[config.mk]
export PLATFORM = sky130hd
export DESIGN_NAME = stopwatch_ctrl_flat
export DESIGN_NICKNAME = d
export VERILOG_FILES = /design/src/rtl/stopwatch_ctrl_if.sv /design/src/rtl/stopwatch_ctrl.sv /design/src/flat_wrapper.sv
export SDC_FILE = /design/constraint.sdc
export NUM_CORES = 1
export LEC_CHECK = 0
export BUFFER_PORTS_ARGS = -buffer_cell sky130_fd_sc_hd__buf_2
export CAP_MARGIN = 20
export CORE_MARGIN = 1.5
export CORE_UTILIZATION = 59
export CTS_CLUSTER_DIAMETER = 120
export DETAILED_ROUTE_END_ITERATION = 8
export PLACE_DENSITY_LB_ADDON = 0.08
export SLEW_MARGIN = 10
export SYNTH_ARGS = -nofsm -noshare
export SYNTH_HDL_FRONTEND = slang
export SYNTH_SLANG_ARGS = --single-unit
[constraint.sdc]
create_clock -name clk -period 2.4 [get_ports clk]
set_input_delay 0.24 -clock clk [delete_from_list [all_inputs] [get_ports clk]]
set_output_delay 0.24 -clock clk [all_outputs]
set_load 0.05 [all_outputs]
[src/rtl/stopwatch_ctrl_if.sv]
`default_nettype none
// ============================================================================
//  Module      : stopwatch_ctrl_if
//  Description : Signal bundle between the stopwatch controller and its
//                surroundings (buttons, digit counter chain, display latch).
//                master : the controller (drives cnt_en/cnt_clr/disp_hold/state)
//                slave  : the surroundings (drive buttons and at_max)
//  Ports       : btn_ss, btn_lc  raw button levels, asynchronous to clk
//                at_max          digit chain at 59:59.99
//                cnt_en          1-cycle advance pulse to the LS digit
//                cnt_clr         1-cycle synchronous clear of all digits
//                disp_hold       high = display shows the lap snapshot
//                state           FSM code IDLE=00 RUN=01 PAUSE=10 LAP=11
//  Revision    : 1.0 - initial release
// ============================================================================
interface stopwatch_ctrl_if;
    logic       btn_ss;
    logic       btn_lc;
    logic       at_max;
    logic       cnt_en;
    logic       cnt_clr;
    logic       disp_hold;
    logic [1:0] state;

    modport master (
        input  btn_ss,
        input  btn_lc,
        input  at_max,
        output cnt_en,
        output cnt_clr,
        output disp_hold,
        output state
    );

    modport slave (
        output btn_ss,
        output btn_lc,
        output at_max,
        input  cnt_en,
        input  cnt_clr,
        input  disp_hold,
        input  state
    );
endinterface
`default_nettype wire

[src/rtl/stopwatch_ctrl.sv]
`default_nettype none
// ============================================================================
//  Module      : stopwatch_ctrl
//  Description : Stopwatch control FSM. Synchronises and edge-detects the
//                start/stop and lap/clear buttons, divides clk down to the
//                count tick, and sequences IDLE/RUN/PAUSE/LAP.
//  Parameters  : CLK_DIV      clk cycles per count tick (2 .. 2^24-1)
//                SYNC_STAGES  synchroniser depth per button (2 .. 3)
//  Ports       : clk          system clock, rising edge
//                reset        asynchronous, active-high
//                bus          stopwatch_ctrl_if.master (see interface file)
//  Revision    : 1.0 - initial release
// ============================================================================
module stopwatch_ctrl #(
    parameter int CLK_DIV     = 500000,
    parameter int SYNC_STAGES = 2
) (
    input  wire logic        clk,
    input  wire logic        reset,
    stopwatch_ctrl_if.master bus
);

    if (CLK_DIV < 2 || CLK_DIV > 24'hFFFFFF) begin : g_bad_clk_div
        $error("stopwatch_ctrl: CLK_DIV out of range");
    end
    if (SYNC_STAGES < 2 || SYNC_STAGES > 3) begin : g_bad_sync_stages
        $error("stopwatch_ctrl: SYNC_STAGES out of range");
    end

    typedef enum logic [1:0] {
        S_IDLE  = 2'b00,
        S_RUN   = 2'b01,
        S_PAUSE = 2'b10,
        S_LAP   = 2'b11
    } state_t;

    localparam logic [23:0] c_PRESC_TERM = 24'(CLK_DIV - 1);

    // Bit 0 = start/stop, bit 1 = lap/clear.
    logic [1:0] w_btn;
    logic [1:0] w_ev;

    assign w_btn = {bus.btn_lc, bus.btn_ss};

    for (genvar gi = 0; gi < 2; gi++) begin : g_btn_sync
        logic [SYNC_STAGES-1:0] r_sync;
        logic                   r_prev;

        always_ff @(posedge clk or posedge reset) begin
            if (reset) begin
                r_sync <= '0;
                r_prev <= 1'b0;
            end else begin
                r_sync <= {r_sync[SYNC_STAGES-2:0], w_btn[gi]};
                r_prev <= r_sync[SYNC_STAGES-1];
            end
        end

        // Because r_prev restarts at 0, a button held through reset produces
        // exactly one event once the synchroniser has filled.
        assign w_ev[gi] = r_sync[SYNC_STAGES-1] & ~r_prev;
    end

    state_t      r_state;
    logic [23:0] r_presc;
    logic        r_cnt_en;
    logic        r_cnt_clr;
    logic        r_disp_hold;

    logic w_ss_ev;
    logic w_lc_ev;
    logic w_running;
    logic w_tick;
    logic w_overflow;

    assign w_ss_ev    = w_ev[0];
    assign w_lc_ev    = w_ev[1];
    assign w_running  = (r_state == S_RUN) || (r_state == S_LAP);
    assign w_tick     = (r_presc == c_PRESC_TERM);
    assign w_overflow = w_running && w_tick && bus.at_max;

    // Event priority in every state: start/stop first, then the terminal-count
    // stop, then lap/clear. A lap/clear that loses is simply dropped.
    always_ff @(posedge clk or posedge reset) begin
        if (reset) begin
            r_state     <= S_IDLE;
            r_presc     <= '0;
            r_cnt_en    <= 1'b0;
            r_cnt_clr   <= 1'b0;
            r_disp_hold <= 1'b0;
        end else begin
            // Suppressing the pulse at_max keeps the chain parked at 59:59.99.
            r_cnt_en  <= w_tick && w_running && !bus.at_max;
            r_cnt_clr <= 1'b0;

            if (w_running) begin
                r_presc <= w_tick ? 24'd0 : r_presc + 24'd1;
            end

            case (r_state)
                S_IDLE: begin
                    if (w_ss_ev) begin
                        r_state <= S_RUN;
                    end else if (w_lc_ev) begin
                        r_cnt_clr   <= 1'b1;
                        r_disp_hold <= 1'b0;
                    end
                end
                S_RUN: begin
                    if (w_ss_ev || w_overflow) begin
                        r_state <= S_PAUSE;
                    end else if (w_lc_ev) begin
                        r_state     <= S_LAP;
                        r_disp_hold <= 1'b1;
                    end
                end
                S_LAP: begin
                    // Leaving to PAUSE keeps the lap snapshot on the display.
                    if (w_ss_ev || w_overflow) begin
                        r_state <= S_PAUSE;
                    end else if (w_lc_ev) begin
                        r_state     <= S_RUN;
                        r_disp_hold <= 1'b0;
                    end
                end
                S_PAUSE: begin
                    if (w_ss_ev) begin
                        if (!bus.at_max) begin
                            r_state <= S_RUN;
                        end
                    end else if (w_lc_ev) begin
                        r_state     <= S_IDLE;
                        r_presc     <= '0;
                        r_cnt_clr   <= 1'b1;
                        r_disp_hold <= 1'b0;
                    end
                end
                default: begin
                    r_state <= S_IDLE;
                end
            endcase
        end
    end

    assign bus.cnt_en    = r_cnt_en;
    assign bus.cnt_clr   = r_cnt_clr;
    assign bus.disp_hold = r_disp_hold;
    assign bus.state     = r_state;

endmodule
`default_nettype wire

[src/flat_wrapper.sv]
// flat-port wrapper written by rule: the top's interface ports become plain ports
module stopwatch_ctrl_flat 
#(
    parameter int CLK_DIV     = 500000,
    parameter int SYNC_STAGES = 2
)
  (clk, reset, bus_btn_ss, bus_btn_lc, bus_at_max, bus_cnt_en, bus_cnt_clr, bus_disp_hold, bus_state);
  stopwatch_ctrl_if bus_i ();
  input  wire logic clk;
  input  wire logic reset;
  input wire logic [$bits(bus_i.btn_ss)-1:0] bus_btn_ss;
  input wire logic [$bits(bus_i.btn_lc)-1:0] bus_btn_lc;
  input wire logic [$bits(bus_i.at_max)-1:0] bus_at_max;
  output wire logic [$bits(bus_i.cnt_en)-1:0] bus_cnt_en;
  output wire logic [$bits(bus_i.cnt_clr)-1:0] bus_cnt_clr;
  output wire logic [$bits(bus_i.disp_hold)-1:0] bus_disp_hold;
  output wire logic [$bits(bus_i.state)-1:0] bus_state;
  assign bus_i.btn_ss = bus_btn_ss;
  assign bus_i.btn_lc = bus_btn_lc;
  assign bus_i.at_max = bus_at_max;
  assign bus_cnt_en = bus_i.cnt_en;
  assign bus_cnt_clr = bus_i.cnt_clr;
  assign bus_disp_hold = bus_i.disp_hold;
  assign bus_state = bus_i.state;
  stopwatch_ctrl #(.CLK_DIV(CLK_DIV), .SYNC_STAGES(SYNC_STAGES)) u_core (.clk(clk), .reset(reset), .bus(bus_i));
endmodule
## After elaboration in Yosys (flattened, before gate mapping)

Cells that the tools add are included.
Widths: inputs -> output; s select.

| cells by class | value |
|---|---|
| mux-type cells | 23 |
| bitwise gates (word level) | 4 |
| $add $sub $neg | 1 |
| equal/unequal tests | 13 |
| reductions and logical operators | 10 |

Operators by type and width:

| cell | number |
|---|---|
| $mux 24 | 5 |
| $add 24x1->24 const B | 1 |
| $eq 24x19->1 const B | 1 |
| $mux 2 | 8 |
| $mux 1 | 8 |
| $pmux 2 s4 | 1 |
| $ne 2x2->1 const B | 3 |
| $ne 3x2->1 const B | 2 |
| $reduce_and 5->1 | 1 |
| $eq 2x2->1 const B | 2 |
| $ne 2x1->1 const B | 2 |
| $reduce_and 4->1 | 1 |
| $logic_and 1x1->1 | 3 |
| $ne 3x1->1 const B | 1 |
| $ne 3x3->1 const B | 1 |
| $pmux 1 s3 | 1 |
| $and 1x1->1 | 2 |
| $eq 2x1->1 const B | 1 |
| $logic_not 2->1 | 1 |
| $logic_or 1x1->1 | 2 |
| $not 1->1 | 2 |
| $reduce_or 2->1 | 1 |
| $logic_not 1->1 | 1 |

| storage, ports and cells | value |
|---|---|
| flip-flop bits (word level) | 35 |
| bits of input ports | 5 |
| word-level logic and storage cells | 60 |
| output and inout port bits | 5 |

## Depth between registers and ports, before layout

| logic depth | value |
|---|---|
| depth in word-level cells | 7 |
| mapped depth | 7 |
| mapped depth without buffers | 5 |

## Worst setup path before layout

Ideal clock, no wire load.

| path | value |
|---|---|
| kind | register -> register |
| start point | register u_core.r_state[0], in the netlist u_core.bus.state[0] |
| end point | register u_core.r_presc[21] |
| path buffers | 2 |
| arrival time | 1.862 ns |
| cell stages (with the launch flop) | 7 |
| library setup time | 0.077 ns |
| setup slack | 0.461 ns |
| data required time | 2.323 ns |
| clock period less this slack | 1.939 ns |
| path through | dfrtp_1 buf_2 and4_1 buf_2 nand4_1 or3_2 a21oi_1 |

| between the ends | value |
|---|---|
| longest elaborated chain between the ends | 6 |
| elaborated cells between the ends (all ways) | 8 |
| classes of those cells | eq/ne: 3; mux: 4; reduce/logical: 1 |

RTL lines:

| element | line | text |
|---|---|---|
| start: declaration | stopwatch_ctrl.sv:64 | `state_t r_state;` |
| start signal: assignment | stopwatch_ctrl.sv:86 | `r_state <= S_IDLE;` |
| start signal: assignment | stopwatch_ctrl.sv:103 | `r_state <= S_RUN;` |
| start signal: assignment | stopwatch_ctrl.sv:111 | `r_state <= S_PAUSE;` |
| $eq 2x1->1 or $eq 2x2->1 (tied branches) | stopwatch_ctrl.sv:78 | `assign w_running = (r_state == S_RUN) \|\| (r_state == S_LAP);` |
| $logic_or 1x1->1 | stopwatch_ctrl.sv:78 |  |
| $mux 24 | stopwatch_ctrl.sv:96 | `if (w_running) begin` |
| $mux 24 | stopwatch_ctrl.sv:131 | `end else if (w_lc_ev) begin` |
| $mux 24 | stopwatch_ctrl.sv:127 | `if (w_ss_ev) begin` |
| $mux 24 * | stopwatch_ctrl.sv:100 | `case (r_state)` |
| end signal: assignment | stopwatch_ctrl.sv:97 | `r_presc <= w_tick ? 24'd0 : r_presc + 24'd1;` |
| end: declaration | stopwatch_ctrl.sv:65 | `logic [23:0] r_presc;` |

Mark *: on every way between the ends. The rest lies on a longest branch, timed or not.
A chain may end at the register's enable or synchronous reset.

## Final worst setup path

| path | value |
|---|---|
| start point | register u_core.r_presc[0] |
| end point | register u_core.r_presc[0] |

| between the ends | value |
|---|---|
| longest elaborated chain between the ends | 6 |
| elaborated cells between the ends (all ways) | 7 |
| classes of those cells | add/sub: 1; eq/ne: 1; mux: 5 |

RTL lines:

| element | line |
|---|---|
| $add 24x1->24 or $eq 24x19->1 (tied branches) | stopwatch_ctrl.sv:97, stopwatch_ctrl.sv:79 |
| $mux 24 | stopwatch_ctrl.sv:97 |
| $mux 24 * | stopwatch_ctrl.sv:96 |
| $mux 24 | stopwatch_ctrl.sv:131 |
| $mux 24 | stopwatch_ctrl.sv:127 |
| $mux 24 * | stopwatch_ctrl.sv:100 |

Marks and branches as above.

==> key figures <==
STA
  – Setup TNS: 0 ns
  – Pins Over Slew Limit: 0
  – Tcrit/Tclk final: 82.4%
  – Setup Skew: around 0.0075 ns
  – Hold Vio Cnt, Final: 0
  – # setup viols final: 0
  – Slew HR: roughly 56%
  – Max Freq: 505 MHz
  – Worst slew pin tran: around 0.65 ns
  – WHS: 0.155 ns
  – Setup ws final: between 0.4 and 0.5 ns
  – Unrepaired setup endpoints after global routing: no
  – Final min period: between 1.5 and 2 ns

Setup path
  – Setup crit start kind: flop
  – Arrival @ worst endpoint: 2.21 ns
  – FF-to-FF setup slack: roughly 0.42 ns
  – CP endpoint kind: flop
  – Crit path kind: reg -> reg
  – Max FO, Critical Path: 23
  – Worst endpoint required time: around 2.6 ns

Synthesis
  – Yosys Warn Count: 0
  – Mapped Area: ~0.0018 sq mm
  – Sequential area share after synthesis: about 50%
  – Ys async rst share: 100%
  – Synth Area per Inst: approximately 10 sq um
  – Yosys top cell by area: dfrtp_1
  – Post-synth EDFFs: 0
  – Top cell type's share of synthesized area: approximately half
  – Syn Inst Count: 172
  – Post-synth top flop: dfrtp_1
  – Largest cells by area after synthesis: dfrtp_1 (50%), a21oi_1 (4.3%), xor2_1 (3.5%), nor2_1 (3.0%), nor4b_1 (3.0%)
  – Synth cell count leaders: dfrtp_1 (35), a21oi_1 (15), nor2_1 (14)
  – Count leader, synth: dfrtp_1
  – Synth Register Bits: 35
  – Syn nets: 178
  – Yosys cell types: 40

Placed design
  – # placed instances: approximately 210
  – PortBufs: 9
  – Gpl congestion: between 0.8 and 0.9
  – Placed Area: about 0.0018 sq mm
  – Post-DP HPWL: 2480 microns
  – Worst slack at placement: 0.440 ns

Clock tree
  – Clock Root Buffer: clkbuf_4
  – Clk sinks: 35
  – Latest clock arrival within the worst-skew pair: roughly 0.34 ns
  – Max Buffers Root-to-Sink: 2
  – Clock transition at the registers of the reported paths: between 0.1 and 0.15 ns
  – Post CTS Setup Buffer Count: 0
  – Num CTS Buffers: 5
  – CTS tree: built
  – CTS H-tree lvls: 2

Finish
  – Layout cell share with drive strength beyond 1: 14.8%
  – Nets: around 190
  – Area grow syn2layout: 8.39%
  – ANT cells: 0
  – Fin cells: between 200 and 250
  – Final Instance Area: between 0.0015 and 0.002 sq mm

Job
  – Max-cap violations: 0

Global route
  – Largest net degree at the start of global routing: 24
  – Global-route wire length before repair: ~6300 microns
  – Gr ovfl total: 0
  – Gr usage total: 25.5%
  – Vias in the first global route: approximately 1400
  – Initial antenna violation count: 0

Hold path
  – Worst hold path type: in -> reg

Floorplan
  – Core area: roughly 0.0028 sq mm
  – Die area: approximately 0.0033 sq mm
  – FP Rows: 19
  – Die X: roughly 58 microns
  – Initial Utilization: between 60% and 70%
  – IO Pins: 10
  – Die Ht: ~58 microns

Run status
  – Status: finished, final reports clean

Route
  – Drt first pass iters: 4
  – Final Routed Wirelength: between 3000 and 4000 microns
  – Via density: roughly 6.4
  – Initial drt markers: slightly below 60
  – DR DRC count: 0
  – Via count: 1406
  – Routed Antenna Nets: 0
  – Per-cell routed wire length: 15.9 microns

Power
  – VDD IR max: 0.760 mV
  – Power density over cell area: around 700 mW/mm^2
  – Leak Pwr: around 0.00084 uW
[what timing repair did]
item / CTS / global route
endpoints found under the hold margin: 19 / 0
gates resized for setup: 0 / 0
hold buffers: 3 / 0
setup endpoints to repair: 0 / 0
[path summary, 6_finish.rpt]
kind                                           startpoint  depth (start not counted)                             end
setup / recovery                        u_core.r_presc[0]                          6               u_core.r_presc[0]
hold / removal                                 bus_at_max                          2               u_core.bus.cnt_en
setup reg to reg                        u_core.r_presc[0]                          6               u_core.r_presc[0]
hold reg to reg            u_core.g_btn_sync[0].r_sync[0]                          0  u_core.g_btn_sync[0].r_sync[1]
max in group asynchronous                           reset                          4              u_core.r_presc[14]
min in group asynchronous                           reset                          3             u_core.bus.state[0]
[layout by cell type (no fill, tap or decap), types with 2 or more instances in the layout]
cell type,instances
nor2_1,14
or4_1,2
nand2_1,12
nor4_1,3
nand2b_1,3
and4_1,3
nand4b_1,2
nor4b_1,6
a21oi_1,15
o21ai_0,8
or3_1,4
buf_2,9
clkbuf_4,5
buf_4,3
nand4_1,8
and2_1,2
clkinv_2,3
dlygate4sd3_1,3
nand3_1,7
xor2_1,7
or3_2,2
xnor2_1,5
and3_1,6
inv_1,3
o31ai_1,3
dfrtp_1,35
[logic make-up (layout without fill, tap and decap cells)]
| logic type | after synthesis | in the layout | synth area share, % |
|---|---|---|---|
| XOR/XNOR | 12 | 12 | 5.97 |
| AO/OA/AOI/OAI | 32 | 32 | 11.4 |
| adder cells (fa/ha/maj) | 1 | 1 | 0.711 |
| flip-flops | 35 | 35 | 49.8 |
| buffers and inverters | 9 | 26 | 2.99 |
| AND/OR/NAND/NOR | 82 | 82 | 28.6 |
| multiplexers | 1 | 1 | 0.569 |
[flip-flops by register name, indices dropped and copies added, names as in the netlist]
signal / flops
u_core.g_btn_sync.r_prev: 2
u_core.bus.cnt_en: 1
u_core.bus.cnt_clr: 1
u_core.bus.disp_hold: 1
u_core.bus.state: 2
u_core.g_btn_sync.r_sync: 4
u_core.r_presc: 24
[area by class of cell]
cell class	instances	area, sq um
Clock inverter	3	15.0
Inverter	3	11.3
Fill cell	221	875
Timing Repair Buffer	15	97.6
Sequential cell	35	876
Clock buffer	5	37.5
Multi-Input combinational cell	128	831
Tap cell	31	38.8
[metal layers]
layer	part of all wire, %	track usage (%)	vias up
li1	-	-	674
met5	0	0	-
met4	1.1	7.97	0
met1	47	36.1	699
met2	48	38.3	28
met3	3.9	7.03	5
[report_power, final]
group | switching, uW | leakage, uW | internal [uW]
Combinational | 168 | 0.000338 | 105
Clock | 199 | 0.0000347 | 109
Sequential | 76.6 | 0.000462 | 657
Total | 444 | 0.000835 | 871
[critical path, stage by stage, from the launching register on]
cell and delay (ns):
dfrtp_1 0.41, ha_1 0.18, and3_1 0.35, nand4b_1 0.26
o31ai_4 0.29, buf_4 0.28, nor2_1 0.09
[stage by stage]
stage	power, uW	utilization [%]
floorplan	946	-
global placement	997	65.6
detailed placement	1020	65.6
CTS	1320	68.6
global route	1400	68.6
finish	1320	68.6
No activity file was read; power rests on OpenSTA's default activity.
